File: src/rtl/hub75_pkg.sv
// Shared definitions for the HUB75 receive-side decoder: default geometry,
// derived widths, FSM state encoding and the 3-bit pixel type.
package hub75_pkg;

    localparam int HUB75_COLS      = 32;
    localparam int HUB75_ROWS_HALF = 16;

    localparam int COL_W = $clog2(HUB75_COLS);
    localparam int ROW_W = $clog2(HUB75_ROWS_HALF);

    typedef enum logic {
        IDLE = 1'b0,
        DUMP = 1'b1
    } rx_state_t;

    // {R, G, B}
    typedef logic [2:0] rgb3_t;

endpackage

File: src/rtl/hub75_shift_col.sv
// One half-panel worth of column shift register plus output latch.
// New data enters column 0 and moves toward column COLS-1 on each shift.
// A latch in the same cycle as a shift captures the post-shift contents.
module hub75_shift_col
    import hub75_pkg::*;
#(
    parameter int COLS = HUB75_COLS
) (
    input  logic                    clk,
    input  logic                    rst_n,
    input  logic                    shift_en,
    input  logic                    latch_en,
    input  rgb3_t                   din,
    input  logic [$clog2(COLS)-1:0] rd_idx,
    output rgb3_t                   dout
);

    rgb3_t shift_reg  [COLS];
    rgb3_t shift_next [COLS];
    rgb3_t latch_reg  [COLS];

    // Next shift-register contents, one column per generate slice
    generate
        for (genvar gi = 0; gi < COLS; gi++) begin : g_col
            if (gi == 0) begin : g_head
                assign shift_next[gi] = shift_en ? din : shift_reg[gi];
            end else begin : g_body
                assign shift_next[gi] = shift_en ? shift_reg[gi-1] : shift_reg[gi];
            end
        end
    endgenerate

    // Shift register and output latch; latch copies the post-shift view
    always_ff @(posedge clk or negedge rst_n) begin
        if (!rst_n) begin
            for (int c = 0; c < COLS; c++) begin
                shift_reg[c] <= '0;
                latch_reg[c] <= '0;
            end
        end else begin
            for (int c = 0; c < COLS; c++) begin
                shift_reg[c] <= shift_next[c];
                if (latch_en) begin
                    latch_reg[c] <= shift_next[c];
                end
            end
        end
    end

    assign dout = latch_reg[rd_idx];

endmodule

File: src/rtl/hub75_receiver.sv
// HUB75 receive-side decoder: models the panel's column shift registers and
// output latches, then replays each latched row as a stream of pixel writes
// (upper and lower half interleaved) through a valid/ready handshake.
// Also reports the displayed row, display enable and protocol errors.
// Optional build macro HUB75_RX_SYNC_EN inserts a 2-flop synchronizer ahead
// of the input register stage (adds 2 clk of latency to everything).
// Row address is taken from the four A-D lines, so ROWS_HALF must be <= 16.
module hub75_receiver
    import hub75_pkg::*;
#(
    parameter int COLS      = HUB75_COLS,
    parameter int ROWS_HALF = HUB75_ROWS_HALF
) (
    input  logic                         clk,
    input  logic                         rst_n,
    input  logic                         R0,
    input  logic                         G0,
    input  logic                         B0,
    input  logic                         R1,
    input  logic                         G1,
    input  logic                         B1,
    input  logic                         A,
    input  logic                         B,
    input  logic                         C,
    input  logic                         D,
    input  logic                         MATCLK,
    input  logic                         MATLAT,
    input  logic                         MATOE,
    output logic                         pix_valid,
    input  logic                         pix_ready,
    output logic [$clog2(COLS)-1:0]      pix_x,
    output logic [$clog2(ROWS_HALF):0]   pix_y,
    output logic [2:0]                   pix_rgb,
    output logic                         disp_on,
    output logic [$clog2(ROWS_HALF)-1:0] disp_row,
    output logic                         err_len,
    output logic                         err_ovr,
    input  logic                         err_clr
);

    localparam int CW    = $clog2(COLS);
    localparam int RW    = $clog2(ROWS_HALF);
    localparam int CNT_W = CW + 1;
    localparam int IDX_W = CW + 1;
    localparam int IN_W  = 13;

    localparam logic [CNT_W-1:0] CNT_FULL = CNT_W'(COLS);
    localparam logic [IDX_W-1:0] IDX_LAST = IDX_W'(2 * COLS - 1);

    // MATOE resets high so the display does not appear enabled for a cycle
    // while the input stage refills after reset.
    localparam logic [IN_W-1:0] RST_VEC = IN_W'(1);

    // ------------------------------------------------------------------
    // Input stage
    // ------------------------------------------------------------------
    logic [IN_W-1:0] hub_raw;
    logic [IN_W-1:0] hub_in;
    logic [IN_W-1:0] s_vec_reg;

    assign hub_raw = {R0, G0, B0, R1, G1, B1, D, C, B, A, MATCLK, MATLAT, MATOE};

`ifdef HUB75_RX_SYNC_EN
    logic [IN_W-1:0] sync1_reg;
    logic [IN_W-1:0] sync2_reg;

    // Two-flop synchronizer for pins driven from outside this clock domain
    always_ff @(posedge clk or negedge rst_n) begin
        if (!rst_n) begin
            sync1_reg <= RST_VEC;
            sync2_reg <= RST_VEC;
        end else begin
            sync1_reg <= hub_raw;
            sync2_reg <= sync1_reg;
        end
    end

    assign hub_in = sync2_reg;
`else
    assign hub_in = hub_raw;
`endif

    // Single sampling register for all HUB75 inputs
    always_ff @(posedge clk or negedge rst_n) begin
        if (!rst_n) begin
            s_vec_reg <= RST_VEC;
        end else begin
            s_vec_reg <= hub_in;
        end
    end

    rgb3_t      s_up;
    rgb3_t      s_lo;
    logic [3:0] s_addr;
    logic       s_matclk;
    logic       s_matlat;
    logic       s_matoe;

    assign s_up     = s_vec_reg[12:10];
    assign s_lo     = s_vec_reg[9:7];
    assign s_addr   = s_vec_reg[6:3];
    assign s_matclk = s_vec_reg[2];
    assign s_matlat = s_vec_reg[1];
    assign s_matoe  = s_vec_reg[0];

    logic d_matclk_reg;
    logic d_matlat_reg;
    logic clk_rise;
    logic lat_rise;

    // Second delay on the strobes for rising-edge detection
    always_ff @(posedge clk or negedge rst_n) begin
        if (!rst_n) begin
            d_matclk_reg <= 1'b0;
            d_matlat_reg <= 1'b0;
        end else begin
            d_matclk_reg <= s_matclk;
            d_matlat_reg <= s_matlat;
        end
    end

    assign clk_rise = s_matclk & ~d_matclk_reg;
    assign lat_rise = s_matlat & ~d_matlat_reg;

    // ------------------------------------------------------------------
    // Shift counter: counts shifts since the last latch, saturating
    // ------------------------------------------------------------------
    logic [CNT_W-1:0] cnt_reg;
    logic [CNT_W-1:0] cnt_inc;
    logic [CNT_W-1:0] cnt_seen;

    assign cnt_inc  = (cnt_reg == '1) ? cnt_reg : cnt_reg + 1'b1;
    // Count as the latch sees it, including a shift in the same cycle
    assign cnt_seen = clk_rise ? cnt_inc : cnt_reg;

    // Counter update: cleared by any latch, otherwise follows shifts
    always_ff @(posedge clk or negedge rst_n) begin
        if (!rst_n) begin
            cnt_reg <= '0;
        end else if (lat_rise) begin
            cnt_reg <= '0;
        end else begin
            cnt_reg <= cnt_seen;
        end
    end

    // ------------------------------------------------------------------
    // Dump FSM
    // ------------------------------------------------------------------
    rx_state_t        state_reg;
    rx_state_t        state_next;
    logic [IDX_W-1:0] idx_reg;
    logic [IDX_W-1:0] idx_next;
    logic             latch_en;
    logic             pix_fire;

    assign pix_valid = (state_reg == DUMP);
    assign pix_fire  = pix_valid & pix_ready;

    // State and pixel index registers
    always_ff @(posedge clk or negedge rst_n) begin
        if (!rst_n) begin
            state_reg <= IDLE;
            idx_reg   <= '0;
        end else begin
            state_reg <= state_next;
            idx_reg   <= idx_next;
        end
    end

    // Next state: a latch in IDLE starts a dump; accepted writes walk the index
    always_comb begin
        state_next = state_reg;
        idx_next   = idx_reg;
        latch_en   = 1'b0;
        case (state_reg)
            IDLE: begin
                if (lat_rise) begin
                    state_next = DUMP;
                    idx_next   = '0;
                    latch_en   = 1'b1;
                end
            end
            DUMP: begin
                if (pix_fire) begin
                    if (idx_reg == IDX_LAST) begin
                        state_next = IDLE;
                        idx_next   = '0;
                    end else begin
                        idx_next = idx_reg + 1'b1;
                    end
                end
            end
            default: begin
                state_next = IDLE;
                idx_next   = '0;
            end
        endcase
    end

    // ------------------------------------------------------------------
    // Column shift registers and latches, upper and lower half
    // ------------------------------------------------------------------
    rgb3_t up_dout;
    rgb3_t lo_dout;

    hub75_shift_col #(
        .COLS(COLS)
    ) u_upper (
        .clk     (clk),
        .rst_n   (rst_n),
        .shift_en(clk_rise),
        .latch_en(latch_en),
        .din     (s_up),
        .rd_idx  (pix_x),
        .dout    (up_dout)
    );

    hub75_shift_col #(
        .COLS(COLS)
    ) u_lower (
        .clk     (clk),
        .rst_n   (rst_n),
        .shift_en(clk_rise),
        .latch_en(latch_en),
        .din     (s_lo),
        .rd_idx  (pix_x),
        .dout    (lo_dout)
    );

    // ------------------------------------------------------------------
    // Row address, display enable and pixel outputs
    // ------------------------------------------------------------------
    logic [RW-1:0] disp_row_reg;
    logic          disp_on_reg;

    // Row address captured only by a latch that starts a dump
    always_ff @(posedge clk or negedge rst_n) begin
        if (!rst_n) begin
            disp_row_reg <= '0;
        end else if (latch_en) begin
            disp_row_reg <= s_addr[RW-1:0];
        end
    end

    // Display enable, one cycle behind the sampled MATOE
    always_ff @(posedge clk or negedge rst_n) begin
        if (!rst_n) begin
            disp_on_reg <= 1'b0;
        end else begin
            disp_on_reg <= ~s_matoe;
        end
    end

    assign disp_row = disp_row_reg;
    assign disp_on  = disp_on_reg;

    // Even index = upper half, odd index = lower half (row + ROWS_HALF).
    // Everything here derives from registers that are frozen while stalled.
    assign pix_x   = idx_reg[IDX_W-1:1];
    assign pix_y   = idx_reg[0] ? {1'b1, disp_row_reg} : {1'b0, disp_row_reg};
    assign pix_rgb = idx_reg[0] ? lo_dout : up_dout;

    // ------------------------------------------------------------------
    // Sticky protocol errors; clear wins over a same-cycle set
    // ------------------------------------------------------------------
    logic err_len_reg;
    logic err_ovr_reg;

    // Length error on a short/long row, overrun on a latch during a dump
    always_ff @(posedge clk or negedge rst_n) begin
        if (!rst_n) begin
            err_len_reg <= 1'b0;
            err_ovr_reg <= 1'b0;
        end else if (err_clr) begin
            err_len_reg <= 1'b0;
            err_ovr_reg <= 1'b0;
        end else begin
            if (lat_rise && (cnt_seen != CNT_FULL)) begin
                err_len_reg <= 1'b1;
            end
            if (lat_rise && (state_reg == DUMP)) begin
                err_ovr_reg <= 1'b1;
            end
        end
    end

    assign err_len = err_len_reg;
    assign err_ovr = err_ovr_reg;

endmodule

File: config.mk
export PLATFORM = sky130hd
export DESIGN_NAME = hub75_receiver
export DESIGN_NICKNAME = d
export VERILOG_FILES = /design/src/rtl/hub75_pkg.sv /design/src/rtl/hub75_shift_col.sv /design/src/rtl/hub75_receiver.sv
export SDC_FILE = /design/constraint.sdc
export NUM_CORES = 1
export LEC_CHECK = 0
export ABC_AREA = 1
export CAP_MARGIN = 20
export CORE_ASPECT_RATIO = 0.75
export CORE_UTILIZATION = 45
export CTS_BUF_LIST = sky130_fd_sc_hd__clkbuf_16
export CTS_CLUSTER_DIAMETER = 150
export DETAILED_ROUTE_END_ITERATION = 10
export SLEW_MARGIN = 20
export SYNTH_ARGS = -nofsm -noshare
export SYNTH_HDL_FRONTEND = slang
export SYNTH_SLANG_ARGS = --single-unit
File: constraint.sdc
create_clock -name clk -period 1.75 [get_ports clk]
set_clock_uncertainty 0.15 [all_clocks]
set_input_delay 0.35 -clock clk [delete_from_list [all_inputs] [get_ports clk]]
set_output_delay 0.35 -clock clk [all_outputs]
set_load 0.01 [all_outputs]
==> impl_results.rst <==
.. list-table::
   :header-rows: 1

   * - Metric
     - Value
   * - Met3 track demand over resource
     - 0.03476
   * - Number of synthesized register bits
     - 419
   * - Vias
     - 13721
   * - CP required
     - 1.25 ns
   * - Worst max-slew margin expressed relative to the limit
     - 0.6961
   * - Library cell used as clock root buffer
     - sky130_fd_sc_hd__clkbuf_16
   * - DP Wirelength
     - 25.53 mm
   * - Post-synthesis net count
     - 1739
   * - Post-Place Cells
     - 2323
   * - Busiest grt layer
     - met2
   * - Number of violations reported at the end of detailed-routing iteration 0
     - 1184
   * - Register-to-register setup slack
     - -0.17 ns
   * - EDFF count, synth
     - 0
   * - Std-Cell Core Area
     - 38710 um2
   * - DR pass1 iterations
     - 5
   * - DR vias/cell
     - 5.449
   * - Leakage power
     - 11.67 nW
   * - MaxCap Viol Count
     - 0
   * - Clock Pin Slew Worst Setup and Hold Paths
     - 0.07 ns
   * - Top achievable clock speed
     - 0.3506 GHz
   * - Final Cycle Share
     - 1.630
   * - Die Span Y
     - 174.7 um
   * - Share of final-layout standard cells stronger than drive strength 1
     - 0.3476
   * - Number of standard cells in the final layout excluding fillers
     - 2518
   * - Final critical path time including I/O delays and setup
     - 2.852 ns
   * - IO Count
     - 38
   * - Number of I/O port buffers
     - 37
   * - Total congestion overflow
     - 0
   * - Worst vdd rail ir drop
     - 0.7287 mV
   * - Maximum number of pins on one net before global-route repair
     - 83
   * - # rows
     - 62
   * - Number of buffers added by the clock tree synthesis step
     - 42
   * - Number of global-route vias before repair
     - 13025
   * - Number of hold violations in the final report
     - 0
   * - Power per Cell Area
     - 1180 nW/um2
   * - Starting density of the core
     - 0.4623
   * - Total of fill cells in the finished design
     - 2841
   * - WL/cell
     - 21.23 um
   * - Run status
     - finished, violations left
   * - Share of the yosys chip area belonging to registers
     - 0.5859
   * - Fraction of met1 tracks used by global routing
     - 0.3389
   * - Maximum number of buffers from clock root to sink
     - 3
   * - Worst min path class
     - in -> reg
   * - Number of distinct library cells after synthesis
     - 32
   * - Number of failing setup endpoints in the final timing report
     - 143
   * - Final wirelength
     - 53.46 mm
   * - Setup Slack @ Placement
     - -0.9536 ns
   * - Synth warn
     - 0
   * - CTS Sinks
     - 419
   * - Routability-driven placement congestion ratio
     - 0.7943
   * - NumNets Final
     - 1992
   * - Tot GR Track Use
     - 0.2282
   * - Average cell area after synthesis
     - 10.41 um2
   * - DRT antenna net count
     - 0
   * - Worst setup SP type
     - flop
   * - Met2 Resource Use GR
     - 0.3506
   * - Violated checks
     - negative setup slack
   * - Async set or reset register ratio after synthesis
     - 1.000
   * - Die footprint
     - 40580 um2
   * - Clock latency on the worst-skew pair
     - 0.56 ns
   * - Critical Path AT
     - 2.35 ns
   * - Max Slew Vio Count
     - 0
   * - Area growth from synthesis to final layout
     - 38.40%
   * - Die width
     - 232.3 um
   * - Initial antenna violation count
     - 0
   * - Hold Slack
     - 0.04672 ns
   * - Remaining design rule violation count
     - 0
   * - CTS tree
     - yes
   * - Gate count of the mapped netlist
     - 1720
   * - Smallest setup slack after layout
     - -1.102 ns
   * - CP endpoint kind
     - output port
   * - Highest fanout seen on the critical path
     - 6
   * - Post-Syn Area
     - 17900 um2
   * - Category of the most critical setup path
     - reg -> out
   * - Worst slew pin tran
     - 0.4559 ns
   * - Number of H-tree levels
     - 2
   * - Unrepaired setup endpoints after global routing
     - true
   * - Predominant post-synthesis flop cell
     - sky130_fd_sc_hd__dfrtp_1
   * - Wire length of the first global-routing pass
     - 73.06 mm
## logic make-up after synthesis
family	after synthesis	share of synthesized area
simple gates	643	0.1487
compound gates	234	0.06600
mux	187	0.1336
flops	419	0.5859
fa+ha+maj	2	0.001398
xor+xnor	1	0.0004895
buf+inv	234	0.06390
## synthesized netlist by cell type (2+ instances only)
master | n | share of area
sky130_fd_sc_hd__a21oi_1 | 15 | 0.0042
sky130_fd_sc_hd__buf_1 | 2 | 0.00042
sky130_fd_sc_hd__buf_2 | 47 | 0.013
sky130_fd_sc_hd__buf_4 | 15 | 0.0063
sky130_fd_sc_hd__buf_6 | 16 | 0.010
sky130_fd_sc_hd__clkbuf_1 | 26 | 0.0055
sky130_fd_sc_hd__clkinv_1 | 2 | 0.00042
sky130_fd_sc_hd__dfrtp_1 | 418 | 0.58
sky130_fd_sc_hd__ha_1 | 2 | 0.0014
sky130_fd_sc_hd__inv_1 | 121 | 0.025
sky130_fd_sc_hd__inv_2 | 2 | 0.00042
sky130_fd_sc_hd__mux2_1 | 14 | 0.0088
sky130_fd_sc_hd__mux2_2 | 97 | 0.061
sky130_fd_sc_hd__mux2_4 | 76 | 0.064
sky130_fd_sc_hd__nand2_1 | 461 | 0.097
sky130_fd_sc_hd__nand3_1 | 164 | 0.046
sky130_fd_sc_hd__nor2_1 | 12 | 0.0025
sky130_fd_sc_hd__nor2_4 | 2 | 0.0013
sky130_fd_sc_hd__o21ai_0 | 213 | 0.060
sky130_fd_sc_hd__o22ai_1 | 3 | 0.0010
## layout make-up
cell class	count	area (um2)	area share
clock inverters	31	241.5	0.009749
diodes	1	2.502	0.0001010
well taps	512	640.6	0.02586
clock buffers	45	1126	0.04546
multi-input cells	1071	7340	0.2963
repair buffers	313	4425	0.1787
flip-flops and latches	419	10500	0.4237
inverters	126	499.2	0.02015
## through the flow
stage / power [mW] / setup TNS [ns] / instance area [um2] / util
floorplan: 13.99 / -0.3562 / 17940 / -
global placement: 16.72 / -3.113 / 19990 / 0.5164
detailed placement: 16.79 / -3.523 / 19990 / 0.5164
CTS: 28.31 / -9.407 / 22770 / 0.5882
global route: 30.31 / -18.01 / 24770 / 0.6398
finish: 29.23 / -9.805 / 24770 / 0.6399
## final timing paths
path                               from            to  depth (start not counted)
setup / recovery             idx_reg[1]    pix_rgb[1]                         12
hold / removal                    MATOE  s_vec_reg[0]                          1
setup reg to reg             idx_reg[1]    idx_reg[3]                          9
hold reg to reg            s_vec_reg[1]  d_matlat_reg                          0
max in group asynchronous         rst_n    idx_reg[1]                          3
min in group asynchronous         rst_n       disp_on                          2
## report_power, final
part,leakage [nW],switching [mW],internal (mW)
clock network,0.690,3.87,5.22
registers,5.73,0.339,10.3
logic,5.25,5.25,4.28
## metal layers
layer  wire, um  vias to the layer above  share of wire
li1           -                     6189              -
met1      24720                     6966           0.46
met2      24520                      469           0.46
met3       3063                       97          0.057
met4       1156                        0          0.022
met5          0                        -              0
## placed cells by master, fill, tap and decap left out, types with 2 or more instances in the layout
cell / synthesis / routed
sky130_fd_sc_hd__dfrtp_1: 418 / 413
sky130_fd_sc_hd__nand2_1: 461 / 410
sky130_fd_sc_hd__mux2_4: 76 / 171
sky130_fd_sc_hd__o21ai_0: 213 / 146
sky130_fd_sc_hd__buf_4: 15 / 125
sky130_fd_sc_hd__inv_1: 121 / 124
sky130_fd_sc_hd__nand3_1: 164 / 118
sky130_fd_sc_hd__clkbuf_16: 0 / 74
sky130_fd_sc_hd__nand3_2: 0 / 46
sky130_fd_sc_hd__buf_12: 1 / 44
sky130_fd_sc_hd__nand2_2: 1 / 41
sky130_fd_sc_hd__o21ai_2: 0 / 36
sky130_fd_sc_hd__buf_16: 0 / 33
sky130_fd_sc_hd__buf_6: 16 / 32
sky130_fd_sc_hd__o21ai_1: 1 / 29
sky130_fd_sc_hd__buf_8: 1 / 23
sky130_fd_sc_hd__mux2_2: 97 / 16
sky130_fd_sc_hd__clkdlybuf4s50_1: 0 / 15
sky130_fd_sc_hd__clkinv_1: 2 / 13
sky130_fd_sc_hd__nor2_1: 12 / 12
sky130_fd_sc_hd__nand2_4: 0 / 12
sky130_fd_sc_hd__a21oi_1: 15 / 9
sky130_fd_sc_hd__clkdlybuf4s15_1: 0 / 8
sky130_fd_sc_hd__clkinv_2: 0 / 6
sky130_fd_sc_hd__a21oi_2: 0 / 4
sky130_fd_sc_hd__bufinv_16: 0 / 4
sky130_fd_sc_hd__dfrtp_2: 0 / 4
sky130_fd_sc_hd__inv_2: 2 / 3
sky130_fd_sc_hd__nand2_8: 0 / 3
sky130_fd_sc_hd__o21ai_4: 0 / 3
sky130_fd_sc_hd__clkinvlp_4: 0 / 3
sky130_fd_sc_hd__dlygate4sd2_1: 0 / 3
sky130_fd_sc_hd__nor2_4: 2 / 2
sky130_fd_sc_hd__a21oi_4: 0 / 2
sky130_fd_sc_hd__o22ai_1: 3 / 2
## critical path: stages (launching register included)
cell and delay, ns:
sky130_fd_sc_hd__dfrtp_4 0.54, sky130_fd_sc_hd__inv_8 0.11, sky130_fd_sc_hd__buf_8 0.15, sky130_fd_sc_hd__buf_16 0.13
sky130_fd_sc_hd__nand2_1 0.07, sky130_fd_sc_hd__nand3_2 0.08, sky130_fd_sc_hd__nand3_1 0.10, sky130_fd_sc_hd__nand2_2 0.11
sky130_fd_sc_hd__nand2_1 0.07, sky130_fd_sc_hd__nand3_2 0.09, sky130_fd_sc_hd__nand3_2 0.09, sky130_fd_sc_hd__nand2_2 0.13
sky130_fd_sc_hd__buf_6 0.11
## what timing repair did
| action | CTS | global route |
|---|---|---|
| hold buffers | 1 | 0 |
| endpoints found under the hold margin | 410 | 0 |
| buffers inserted | 35 | 31 |
| resized for setup | 173 | 352 |
| pin swaps | 21 | 51 |
| endpoints found under the setup margin | 54 | 213 |
| gates cloned | 25 | 42 |
Power figures use the tool's default switching activity.
